### src/rtl/demux_scan_pkg.sv
// demux_scan_pkg
//   Shared types and constants for the display demux scan sequencer.
//   scan_state_t : IDLE / DRIVE / BLANK (BLANK is only reachable when the
//                  design is built with SCAN_BLANK_EN defined)
//   NUM_OUT      : number of demux outputs scanned
//   SEL_W        : width of the demux select
//   sel_inc      : next select value, wrapping NUM_OUT-1 -> 0
package demux_scan_pkg;

   typedef enum logic [1:0] {
      IDLE  = 2'd0,
      DRIVE = 2'd1,
      BLANK = 2'd2
   } scan_state_t;

   localparam int NUM_OUT = 4;
   localparam int SEL_W   = 2;

   // NUM_OUT is a power of two, so natural overflow gives the wrap.
   function automatic logic [SEL_W-1:0] sel_inc(input logic [SEL_W-1:0] s);
      return s + 1'b1;
   endfunction

endpackage

### src/rtl/scan_prescaler.sv
// scan_prescaler
//   Clearable up-counter that times one drive slot or one blanking gap.
//   The counter runs from 0 up to 'term', raises 'tick' for that one cycle
//   and restarts from 0 on the following edge.
// Ports:
//   clk   in  system clock
//   rst   in  asynchronous active-high reset (count -> 0)
//   clr   in  synchronous clear; holds the count at 0 and masks tick
//   term  in  terminal count (cycles per period minus one)
//   tick  out high during the cycle in which count == term
module scan_prescaler #(
   parameter int CNT_W = 16
) (
   input  logic             clk,
   input  logic             rst,
   input  logic             clr,
   input  logic [CNT_W-1:0] term,
   output logic             tick
);

   logic [CNT_W-1:0] cnt;

   assign tick = (cnt == term) && !clr;

   always_ff @(posedge clk or posedge rst) begin
      if (rst) begin
         cnt <= '0;
      end else if (clr || tick) begin
         cnt <= '0;
      end else begin
         cnt <= cnt + 1'b1;
      end
   end

endmodule

### src/rtl/demux_scan_ctrl.sv
// demux_scan_ctrl
//   Drives the select lines and data input of a 1:4 demux so that the four
//   display outputs are enabled one at a time in rotation 0,1,2,3,0,...
//   Each output gets DIV clock cycles. When built with SCAN_BLANK_EN
//   defined, every slot is followed by BLANK_CYC cycles with dm_in low so
//   the select lines only ever move while the demux is idle.
// Parameters:
//   DIV        cycles per drive slot (>= 1)
//   BLANK_CYC  cycles per blanking gap (>= 1, used with SCAN_BLANK_EN)
//   CNT_W      prescaler width, must hold max(DIV, BLANK_CYC) - 1
// Ports:
//   clk         in  system clock
//   rst         in  asynchronous active-high reset
//   en          in  scan enable; low returns to IDLE on the next edge
//   mask[3:0]   in  mask[i]=1 allows output i to be driven
//   s1, s0      out demux select (registered)
//   dm_in       out demux data input (registered)
//   frame_done  out one-cycle pulse as the select wraps from 3 back to 0
//
// All outputs are flops fed from the current state/select registers, so they
// trail the internal state by one cycle; en is folded into the output flops
// directly so that dropping en clears the outputs on the very next edge.
import demux_scan_pkg::*;

module demux_scan_ctrl #(
   parameter int DIV       = 50000,
   parameter int BLANK_CYC = 500,
   parameter int CNT_W     = 16
) (
   input  logic       clk,
   input  logic       rst,
   input  logic       en,
   input  logic [3:0] mask,
   output logic       s1,
   output logic       s0,
   output logic       dm_in,
   output logic       frame_done
);

   localparam int MAX_CYC = (DIV > BLANK_CYC) ? DIV : BLANK_CYC;

   if (DIV < 1 || BLANK_CYC < 1 || (MAX_CYC - 1) >= (2 ** CNT_W)) begin : g_param_check
      $error("demux_scan_ctrl: DIV/BLANK_CYC must be >= 1 and fit in CNT_W bits");
   end

   localparam logic [CNT_W-1:0] DIV_TERM = CNT_W'(DIV - 1);

   scan_state_t       state, state_next;
   logic [SEL_W-1:0]  sel, sel_next;
   logic              wrap_q, wrap_next;
   logic              pre_clr;
   logic              pre_tick;
   logic [CNT_W-1:0]  pre_term;

`ifdef SCAN_BLANK_EN
   localparam logic [CNT_W-1:0] BLANK_TERM = CNT_W'(BLANK_CYC - 1);
   assign pre_term = (state == BLANK) ? BLANK_TERM : DIV_TERM;
`else
   assign pre_term = DIV_TERM;
`endif

   scan_prescaler #(
      .CNT_W (CNT_W)
   ) u_prescaler (
      .clk  (clk),
      .rst  (rst),
      .clr  (pre_clr),
      .term (pre_term),
      .tick (pre_tick)
   );

   // Next-state logic. The prescaler restarts by itself after a tick, so a
   // slot/gap change never needs an explicit clear; clr is only used while
   // the scan is stopped so the first slot after enable is full length.
   always_comb begin
      state_next = state;
      sel_next   = sel;
      wrap_next  = 1'b0;
      pre_clr    = 1'b0;

      if (!en) begin
         state_next = IDLE;
         sel_next   = '0;
         pre_clr    = 1'b1;
      end else begin
         case (state)
            IDLE: begin
               state_next = DRIVE;
               sel_next   = '0;
               pre_clr    = 1'b1;
            end
            DRIVE: begin
               if (pre_tick) begin
`ifdef SCAN_BLANK_EN
                  state_next = BLANK;
`else
                  sel_next   = sel_inc(sel);
                  wrap_next  = (sel == SEL_W'(NUM_OUT - 1));
`endif
               end
            end
`ifdef SCAN_BLANK_EN
            BLANK: begin
               if (pre_tick) begin
                  state_next = DRIVE;
                  sel_next   = sel_inc(sel);
                  wrap_next  = (sel == SEL_W'(NUM_OUT - 1));
               end
            end
`endif
            default: begin
               state_next = IDLE;
               sel_next   = '0;
               pre_clr    = 1'b1;
            end
         endcase
      end
   end

   always_ff @(posedge clk or posedge rst) begin
      if (rst) begin
         state  <= IDLE;
         sel    <= '0;
         wrap_q <= 1'b0;
      end else begin
         state  <= state_next;
         sel    <= sel_next;
         wrap_q <= wrap_next;
      end
   end

   // Output stage. wrap_q marks the cycle after the internal select wrapped,
   // which is exactly when the registered select lines show 00 again.
   always_ff @(posedge clk or posedge rst) begin
      if (rst) begin
         s1         <= 1'b0;
         s0         <= 1'b0;
         dm_in      <= 1'b0;
         frame_done <= 1'b0;
      end else begin
         s1         <= en & sel[1];
         s0         <= en & sel[0];
         dm_in      <= en && (state == DRIVE) && mask[sel];
         frame_done <= en & wrap_q;
      end
   end

endmodule

### config.mk
export PLATFORM = sky130hd
export DESIGN_NAME = demux_scan_ctrl
export DESIGN_NICKNAME = d
export VERILOG_FILES = /design/src/rtl/demux_scan_pkg.sv /design/src/rtl/scan_prescaler.sv /design/src/rtl/demux_scan_ctrl.sv
export SDC_FILE = /design/constraint.sdc
export NUM_CORES = 1
export LEC_CHECK = 0
export ABC_AREA = 1
export CAP_MARGIN = 25
export CORE_MARGIN = 5
export CORE_UTILIZATION = 65
export DETAILED_ROUTE_END_ITERATION = 8
export DONT_BUFFER_PORTS = 1
export PLACE_DENSITY = 0.81
export SLEW_MARGIN = 20
export SYNTH_ARGS = -nofsm -noshare
export SYNTH_HDL_FRONTEND = slang
export SYNTH_HIERARCHICAL = 1
export SYNTH_SLANG_ARGS = --single-unit
### constraint.sdc
create_clock -name clk -period 2.65 [get_ports clk]
set_input_delay 0.795 -clock clk [delete_from_list [all_inputs] [get_ports clk]]
set_output_delay 0.795 -clock clk [all_outputs]
set_load 0.03 [all_outputs]
# Word level (Yosys, flattened, before mapping)
# Index checks and enable logic that the tools add are counted.
dict set report word_totals {
  rom_bits 0
  ram_bits 0
  ff_bits 25
  out_inout_bits 4
  mem_count 0
  elab_cells 38
  latch_bits 0
}
dict set report op_classes {
  addsub 2
  reduce_logical 6
  muxes 13
  shift 0
  bitwise 3
  eq_ne 5
  mul 0
  n_lt_le_gt_ge 1
  n_div 0
}
# cell n
set op_table {}
lappend op_table {{16-bit by 1-bit adder with 16-bit output (second input constant)} 1}
lappend op_table {{16-bit equality test (second input constant)} 1}
lappend op_table {{16-bit two-way mux} 1}
lappend op_table {{2-bit two-way mux} 4}
lappend op_table {{1-bit two-way mux} 6}
lappend op_table {{2-bit one-hot mux with 2 select lines} 1}
lappend op_table {{1-bit AND} 3}
lappend op_table {{1-bit logical AND} 3}
lappend op_table {{2-bit by 3-bit less-than comparator with 1-bit output (second input constant)} 1}
lappend op_table {{3-bit by 2-bit != test with 1-bit output (second input constant)} 1}
lappend op_table {{2-bit by 1-bit adder with 2-bit output (second input constant)} 1}
lappend op_table {{1-bit binary-select mux with 2-bit select} 1}
lappend op_table {{2-bit by 1-bit equality test with 1-bit output (second input constant)} 1}
lappend op_table {{2-bit equality test (second input constant)} 1}
lappend op_table {{2-bit logical NOT} 1}
lappend op_table {{2-bit != test (second input constant)} 1}
lappend op_table {{1-bit logical NOT} 1}
lappend op_table {{1-bit logical OR} 1}

# Depth between registers and ports, before layout
dict set report depth {
  ltp_word 8
  depth_mapped 11
  depth_no_buf 11
}

# Cells and area by module
# The synthesis kept the hierarchy.
# module area_each_um2 seq_area_each_um2 instances cells_per_inst
set by_module_without_submodules {}
lappend by_module_without_submodules {scan_prescaler 1176.1 400.4 1 181}
lappend by_module_without_submodules {demux_scan_ctrl 349.1 200.2 1 42}

# Worst setup path before layout
# OpenSTA, ideal clock, no wires.
dict set report synth_path {
  path_kind {input -> register}
  from {input port en}
  to {register sel[1]}
  cell_stages 4
  required_time_ps 2567
  n_path_buf 0
  slack_ps 1318
  arrival_ps 1249
  path_cell_list {nand2_2 -> nor2_1 -> nand3_1 -> o21ai_0}
}
dict set report synth_via {
  elab_chain_len 4
  elab_cells_between_ends 5
  cone_classes {eq/ne (1); mux (2); reduce/logical (2)}
}
# item line
set synth_rtl {}
lappend synth_rtl {{start, declared} demux_scan_ctrl.sv:32} ;# input logic en,
lappend synth_rtl {{1-bit two-way mux} demux_scan_ctrl.sv:81} ;# if (!en) begin
lappend synth_rtl {{1-bit logical NOT} scan_prescaler.sv:23} ;# assign tick = (cnt == term) && !clr;
lappend synth_rtl {{1-bit logical AND} scan_prescaler.sv:23}
lappend synth_rtl {{via pre_tick} demux_scan_ctrl.sv:52} ;# logic pre_tick;
lappend synth_rtl {{3-bit by 2-bit != test with 1-bit output (no source line)} -}
lappend synth_rtl {{end signal, assigned} demux_scan_ctrl.sv:127} ;# sel <= sel_next;
lappend synth_rtl {{end, declared} demux_scan_ctrl.sv:49} ;# logic [SEL_W-1:0] sel, sel_next;
# The timed path passes the listed nets, and every way through them passes these cells.
# A chain may end at the register's enable or synchronous reset.

# Worst setup path in the final report
dict set report layout_path {
  from {register frame_done}
  to {output port frame_done}
}
# item line
set layout_rtl {}
lappend layout_rtl {{start, declared} demux_scan_ctrl.sv:37} ;# output logic frame_done
lappend layout_rtl {{start signal, assigned} demux_scan_ctrl.sv:144} ;# frame_done <= en & wrap_q;
# No word-level cell between the ends.

==> results.tsv <==
metric	value	unit
maxCapViolations	0	
io_buffers	0	
r2r_slack	1.14	ns
rows	17	
ctsHoldBuffers	0	
critPathMaxFanout	1	
grt_pass1_wl	4.864	mm
min_path_type	input pin to asynchronous set/reset pin	
synth_seq_cells	24	
p_leak	0.9210	nW
final_nets	265	
synth_cells	223	
antenna_found_initial	0	
grt_usage	0.1848	
end_kind	output port	
critPathKind	flip-flop to output port	
peakVddDrop	0.4896	mV
vias	1213	
cts_max_level	1	
worst_slack	1.008	ns
multi_input_comb_area	837.1	µm²
syn2layout_area_growth	11.57	%
r2r_end	sel[1]	
clk_path_buf_depth	2	
hold_viol	0	
first_global_vias	1169	
p_per_area	401.6	mW/mm²
relSlewSlack	0.5669	
grt_max_degree	17	
post-place-ws	1.123	ns
via_per_inst	4.286	
design.core.area	0.002233	mm²
cp.required	1.86	ns
synth_area	0.001525	mm²
setup_viol	0	
async_reset_ff_frac	1.000	
initial_core_util	0.6829	
final_core_utilization	0.7619	
start_kind	flip-flop	
clkSinkCount	24	
drt_pass1_iterations	4	
drc	0	
hpwl	1.971	mm
postCtsSetupBuffers	0	
finalCritPeriodShare	0.6197	
dieArea	0.003415	mm²
outcome	complete, no violations	
syn_avg_cell_area	6.840	µm²
synth_area_leader_cell	dfrtp_1	
fill_cells	186	
cts-root-buf	clkbuf_4	
diodes	0	
globalplace.congestion	0.7850	
maxClockFrequency	0.6090	GHz
maxSlewViolCount	0	
die_width	58.44	µm
total_power	683.4	µW
wl	2.550	mm
drtIter0Drc	38	
finClkSkew	0.002087	ns
yosysMostFrequentCell	nand2_1	
r2r_cells	10	
yosys_warnings	6	
ys_seq_area_frac	0.3938	
synth_flop_cell	dfrtp_1	
dieHeight	58.44	µm
io_pins	11	
fin_setup_tns	0	ns
post_cts_resized	0	
synth.top_cell.area_share	0.3938	
r2r-start	u_prescaler/cnt[0]	
gr-total-overflow	0	
ys_types	22	
layout-drive-gt1-share	0.1098	
register_area	600.6	µm²
cts_tree	done	
grt_setup_unrepaired	no	
yosys-top-cells-area	dfrtp_1 (39%), nand2_1 (17%), inv_1 (10%)	
synth_edf_count	0	
numCtsBuffers	3	
synth_common_cells	nand2_1 (70), inv_1 (42), nor2_1 (30)	
cp.arrival	0.85	ns
clk_pin_slew	0.13	ns
tightest_slew	0.6489	ns
fin_crit	1.642	ns
clk_latency	0.32	ns
wl_per_cell	9.011	µm
final_antenna_net_count	0	
## metrics by stage
step	cell area, µm²	hold WS [ns]	instances
after detailed placement	1649	0.4441	279
after floorplan	1638	0.4120	253
final	1702	0.2797	283
after global routing	1702	0.2751	283
after CTS	1702	0.2745	283
after global placement	1649	0.4212	279
## kinds of logic (layout without fill, tap and decap cells)
group | after synthesis | count (layout) | share of synthesized area
other cells | 2 | 32 | 0.004924
compound gates | 3 | 3 | 0.009841
fa+ha+maj | 2 | 2 | 0.01640
simple gates | 131 | 131 | 0.3749
xor+xnor | 12 | 12 | 0.06891
flops | 24 | 24 | 0.3938
buf+inv | 49 | 51 | 0.1313
## registers in the layout (all words and copies together), names as in the netlist
| register | cells |
|---|---|
| u_prescaler/cnt | 16 |
| sel | 2 |
| dm_in | 1 |
| frame_done | 1 |
| s0 | 1 |
| s1 | 1 |
| state | 1 |
| wrap_q | 1 |
## routing by layer
metal | vias up | share of wire | track usage | wire [µm]
met5 | - | 0 | 0 | 0
met4 | 0 | 0.021 | 0.08609 | 53
met3 | 5 | 0.038 | 0.02412 | 96
met2 | 21 | 0.44 | 0.2839 | 1124
met1 | 511 | 0.50 | 0.2584 | 1275
li1 | 676 | - | - | -
## layout by cell type (no fill, tap or decap)
cell	Yosys	final
nand2_4	1	1
conb_1	2	32
inv_1	42	42
dfrtp_1	24	24
nor2_2	14	14
ha_1	2	2
nor3_2	1	1
nand3_1	7	7
nand4_1	2	2
inv_2	5	5
a21oi_1	1	1
nor3_1	2	2
xor2_1	10	10
nand3_2	1	1
nand2_1	70	70
nor2_1	30	30
o21ai_0	2	2
xnor2_1	2	2
clkbuf_4	0	3
nand3b_1	1	1
nand2_2	2	2
bufinv_16	0	1
## report_power, final
| group | switching (mW) | leakage [nW] | total [mW] | internal, mW |
|---|---|---|---|---|
| Sequential | 0.00399 | 0.332 | 0.373 | 0.369 |
| Combinational | 0.0339 | 0.562 | 0.0481 | 0.0142 |
| Clock | 0.109 | 0.0279 | 0.262 | 0.153 |
## area by class of cell
cell class / instances / share of cell area
Multi-Input combinational cell: 180 / 0.4919
Clock buffer: 3 / 0.01324
Tap cell: 28 / 0.02059
Clock inverter: 1 / 0.01765
Inverter: 47 / 0.1037
Sequential cell: 24 / 0.3529
## worst max path at each step
stage                       start                   to  cells after the start
2_1_floorplan                  en               sel[1]                      4
3_3_place_gp   u_prescaler/cnt[0]  u_prescaler/cnt[10]                      6
3_5_place_dp   u_prescaler/cnt[0]               sel[1]                     10
4_1_cts                frame_done           frame_done                      0
5_1_grt        u_prescaler/cnt[0]               sel[1]                     10
6_report               frame_done           frame_done                      0
(Power assumes the default switching activity.)
